File: src/rtl/seq_pkg.sv
// Shared types and constants for the sequence detector front end.
package seq_pkg;

  typedef enum logic {
    IDLE  = 1'b0,
    SHIFT = 1'b1
  } feeder_state_t;

  localparam int unsigned SEQ_WORD_W = 8;

endpackage

File: src/rtl/word_hold_buf.sv
// One-entry word buffer with full flag; load fills it, unload empties it.
module word_hold_buf #(
  parameter int unsigned WIDTH = 8
) (
  input  logic             clk,
  input  logic             reset,
  input  logic             load,
  input  logic             unload,
  input  logic [WIDTH-1:0] d,
  output logic [WIDTH-1:0] q,
  output logic             full
);

  always_ff @(posedge clk) begin
    if (reset) begin
      q    <= '0;
      full <= 1'b0;
    end else if (load) begin
      q    <= d;
      full <= 1'b1;
    end else if (unload) begin
      full <= 1'b0;
    end
  end

endmodule

File: src/rtl/serial_bit_feeder.sv
// Parallel-to-serial feeder: accepts words over valid/ready and emits them
// one bit per bit_en on x, with a one-word hold buffer for gapless streaming.
module serial_bit_feeder
  import seq_pkg::*;
#(
  parameter int unsigned WIDTH     = SEQ_WORD_W,
  parameter bit          MSB_FIRST = 1'b1,
  parameter bit          IDLE_BIT  = 1'b0
) (
  input  logic             clk,
  input  logic             reset,
  input  logic [WIDTH-1:0] din,
  input  logic             din_valid,
  output logic             din_ready,
  input  logic             bit_en,
  output logic             x,
  output logic             x_valid,
  output logic             busy
);

  localparam int unsigned CNT_W = $clog2(WIDTH);

  feeder_state_t    state, state_next;
  logic [WIDTH-1:0] sr, sr_next;
  logic [CNT_W-1:0] cnt, cnt_next;
  logic [WIDTH-1:0] hold_q;
  logic             hold_full;
  logic             hold_load, hold_unload;
  logic             hs, last_bit, out_next;

  assign din_ready = ~hold_full;
  assign busy      = x_valid | hold_full;
  assign hs        = din_valid & ~hold_full;
  assign last_bit  = (cnt == CNT_W'(WIDTH - 1));

  word_hold_buf #(.WIDTH(WIDTH)) u_hold (
    .clk    (clk),
    .reset  (reset),
    .load   (hold_load),
    .unload (hold_unload),
    .d      (din),
    .q      (hold_q),
    .full   (hold_full)
  );

  // Next-state, shifter and hold-buffer control
  always_comb begin
    state_next  = state;
    sr_next     = sr;
    cnt_next    = cnt;
    hold_load   = 1'b0;
    hold_unload = 1'b0;
    case (state)
      IDLE: begin
        if (hs) begin
          sr_next    = din;
          cnt_next   = '0;
          state_next = SHIFT;
        end
      end
      SHIFT: begin
        if (bit_en && !last_bit) begin
          sr_next   = MSB_FIRST ? {sr[WIDTH-2:0], 1'b0} : {1'b0, sr[WIDTH-1:1]};
          cnt_next  = cnt + CNT_W'(1);
          hold_load = hs;
        end else if (bit_en) begin
          // Last bit consumed: a held word wins over a fresh handshake
          if (hold_full) begin
            sr_next     = hold_q;
            cnt_next    = '0;
            hold_unload = 1'b1;
          end else if (hs) begin
            sr_next  = din;
            cnt_next = '0;
          end else begin
            state_next = IDLE;
          end
        end else begin
          hold_load = hs;
        end
      end
      default: state_next = IDLE;
    endcase
  end

  assign out_next = MSB_FIRST ? sr_next[WIDTH-1] : sr_next[0];

  always_ff @(posedge clk) begin
    if (reset) begin
      state   <= IDLE;
      sr      <= '0;
      cnt     <= '0;
      x       <= IDLE_BIT;
      x_valid <= 1'b0;
    end else begin
      state   <= state_next;
      sr      <= sr_next;
      cnt     <= cnt_next;
      x       <= (state_next == SHIFT) ? out_next : IDLE_BIT;
      x_valid <= (state_next == SHIFT);
    end
  end

endmodule

File: config.mk
export PLATFORM = sky130hd
export DESIGN_NAME = serial_bit_feeder
export DESIGN_NICKNAME = d
export VERILOG_FILES = /design/src/rtl/seq_pkg.sv /design/src/rtl/word_hold_buf.sv /design/src/rtl/serial_bit_feeder.sv
export SDC_FILE = /design/constraint.sdc
export NUM_CORES = 1
export LEC_CHECK = 0
export CORE_AREA = 3 3 67 69
export CTS_BUF_LIST = sky130_fd_sc_hd__clkbuf_2
export DETAILED_ROUTE_END_ITERATION = 8
export DIE_AREA = 0 0 70 72
export GPL_TIMING_DRIVEN = 0
export PLACE_DENSITY_LB_ADDON = 0.08
export SLEW_MARGIN = 20
export SYNTH_ARGS = -nofsm -noshare
export SYNTH_HDL_FRONTEND = slang
export SYNTH_HIERARCHICAL = 1
export SYNTH_SLANG_ARGS = --single-unit
File: constraint.sdc
create_clock -name clk -period 2.4 [get_ports clk]
set_clock_uncertainty 0.1 [all_clocks]
set_input_delay 0.6 -clock clk [delete_from_list [all_inputs] [get_ports clk]]
set_output_delay 0.6 -clock clk [all_outputs]
set_load 0.1 [all_outputs]
==> out/results.ini <==
[cts]
ctsHoldBuffers=0
cts_tree=yes
clockBufferDepth=2
cts_buffers=3
post-cts-setup-buffers=0
clk-insertion-delay-late_ns=0.35
clock_sinks=22
cts_root_buf=clkbuf_2
htreeDepth=1
clk_pin_slew_ns=0.22

[synth]
seq_area_frac_synth_pct=44.8
synth_top_flop_cell=dfxtp_1
synth_most_common_cell=dfxtp_1
ys.warnings.count=6
synthCells=105
synthTopCellsByArea=dfxtp_1 45%, mux2i_1 8.1%, a221o_1 7.1%
synth_nets=119
synthDistinctLibCells=30
syn_avg_cell_area_um2=9.37
ys_async_sr_fraction_pct=0
synth_area_um2=983
synth-seq-cells=22
synth_commonest_cells=22 x dfxtp_1, 17 x nor2_1, 9 x a21oi_1
synth_top_area_cell=dfxtp_1
synth_edf_count=0
synth_top_area_share_pct=44.8

[route]
routed_wl_mm=2.31
vias=803
drc=0
drt_first_pass_iters=4
drtIter0Drc=32
vias_per_cell=4.61
drtAntennaViolNets=0
wl_per_cell_um=13.3

[worst_setup_path]
r2r_end=sr[3]
rr_worst_depth=8
cp_slowest_cell=dlygate4sd2_1
worstPathCellList=dlygate4sd2_1
crit_type=reg -> out
critPathMaxStageDelay_ns=0.85
cp_max_fo=2
rr_startpoint=cnt[0]
cp_num_buf_inv=1
critPathArrivalTime_ns=1.57
start_kind=flop
cp-end-kind=output pin
crit_family=buffers and inverters
rrSetupSlack_ns=0.44
required_ns=1.70

[grt]
grt_usage_pct=10.2
antenna_found_initial=0
grt_pass1_wl_mm=3.97
grt_pass1_vias=798
grt_remaining_overflow=0
grt_max_degree=13

[placement]
port_buffers=15
place_inst=170
gp_congestion=0.702
placed_area_um2=1200
hpwl_mm=1.64

[power]
irDropWorstVdd_mv=0.182
total_power_mw=0.704
leakagePower_nw=0.477
p_per_area_nw_per_um2=583

[timing]
drv_slew=0
worst_pin_slew_ns=0.954
rsz0062_at_grt=false
period_minus_slack_ns=2.27
max_freq_mhz=440
post-route-period-util_pct=94.7
finalHoldViolCount=0
setup_viol=0
slew_headroom_pct=36.7

[finish]
nNetsFinal=139
final_area_um2=1210
n_antenna_cell=0
final_layout_size_suffix_gt1_share_pct=11.3
syn_to_final_growth_pct=22.9
fin_cells=174

[die]
ioPinCount=16
die_w_um=70
initial_core_util_pct=24.8
die_y_um=72
design.die.area_um2=5040
num_rows=23
coreArea_um2=3970

[min_path]
min_to=sr[0]
worstHoldPathType=reg -> reg
min_from=sr[0]
hold_path_depth=1

[flow_run]
cap_violations=0

[status]
status=completed

## per-layer routing
| layer | vias to the layer above | global-route usage [%] | part of all wire [%] |
|---|---|---|---|
| met5 | - | 0 | 0 |
| met4 | 0 | 5.11 | 2.2 |
| met3 | 5 | 1.80 | 4.3 |
| met2 | 17 | 16.4 | 45 |
| met1 | 375 | 13.3 | 48 |
| li1 | 406 | - | - |
## report_power, final
part	switching [mW]	internal (mW)	total, mW
combinational	0.0892	0.0593	0.149
sequential	0.0110	0.387	0.398
clock	0.122	0.0362	0.158
## state kept, by name, summed over array words and instances, names as in the netlist
signal / flops
sr: 8
u_hold/q: 8
cnt: 3
state: 1
u_hold/full: 1
x: 1
## cell type report
type                    count  area [um^2]
plain buffers               6         33.8
clock buffers               3         15.0
clock inverters             1         3.75
fillers                   437         2760
inverters                   3         11.3
multi-input cells          74          498
flip-flops and latches     22          440
well taps                  50         62.6
repair buffers             15          144
## layout by cell type, fill, tap and decap left out, types with 3 or more instances in the layout
master           netlist  layout
dfxtp_1               22      22
nor2_1                17      17
clkdlybuf4s50_1        0      11
a21oi_1                9       9
nor2b_1                8       8
mux2i_1                8       8
a221o_1                7       7
nand2_1                5       5
clkbuf_2               1       4
inv_1                  3       3
buf_2                  2       3
## what timing repair did
item / CTS / global route
gates cloned: 0 / 0
gates resized for setup: 8 / 2
endpoints found under the setup margin: 4 / 1
## worst max path at each step
| stage | start | to | cells after the start |
|---|---|---|---|
| global route | state | x_valid | 1 |
| finish | state | x_valid | 1 |
| global placement | state | busy | 3 |
| detailed placement | state | busy | 3 |
| CTS | state | busy | 3 |
| floorplan | state | busy | 2 |
## cells by family (layout without fill, tap and decap cells)
group / after synthesis / after routing / synth area share, %
simple gates: 39 / 39 / 20.2
fa+ha+maj: 2 / 2 / 2.54
compound gates: 23 / 23 / 17.0
mux: 10 / 10 / 10.8
flops: 22 / 22 / 44.8
buf+inv: 9 / 28 / 4.58
## stage by stage
stage / TNS, ns / hold slack [ns] / util (%) / setup WS, ns
after floorplan: 0 / 0.325 / - / 0.0118
after global placement: -0.0398 / 0.347 / 30.1 / -0.0398
after detailed placement: -0.0462 / 0.356 / 30.1 / -0.0462
after CTS: 0 / 0.395 / 30.6 / 0.0560
after global routing: 0 / 0.417 / 30.4 / 0.0367
final: 0 / 0.393 / 30.4 / 0.126
No activity file was read; power rests on OpenSTA's default activity.
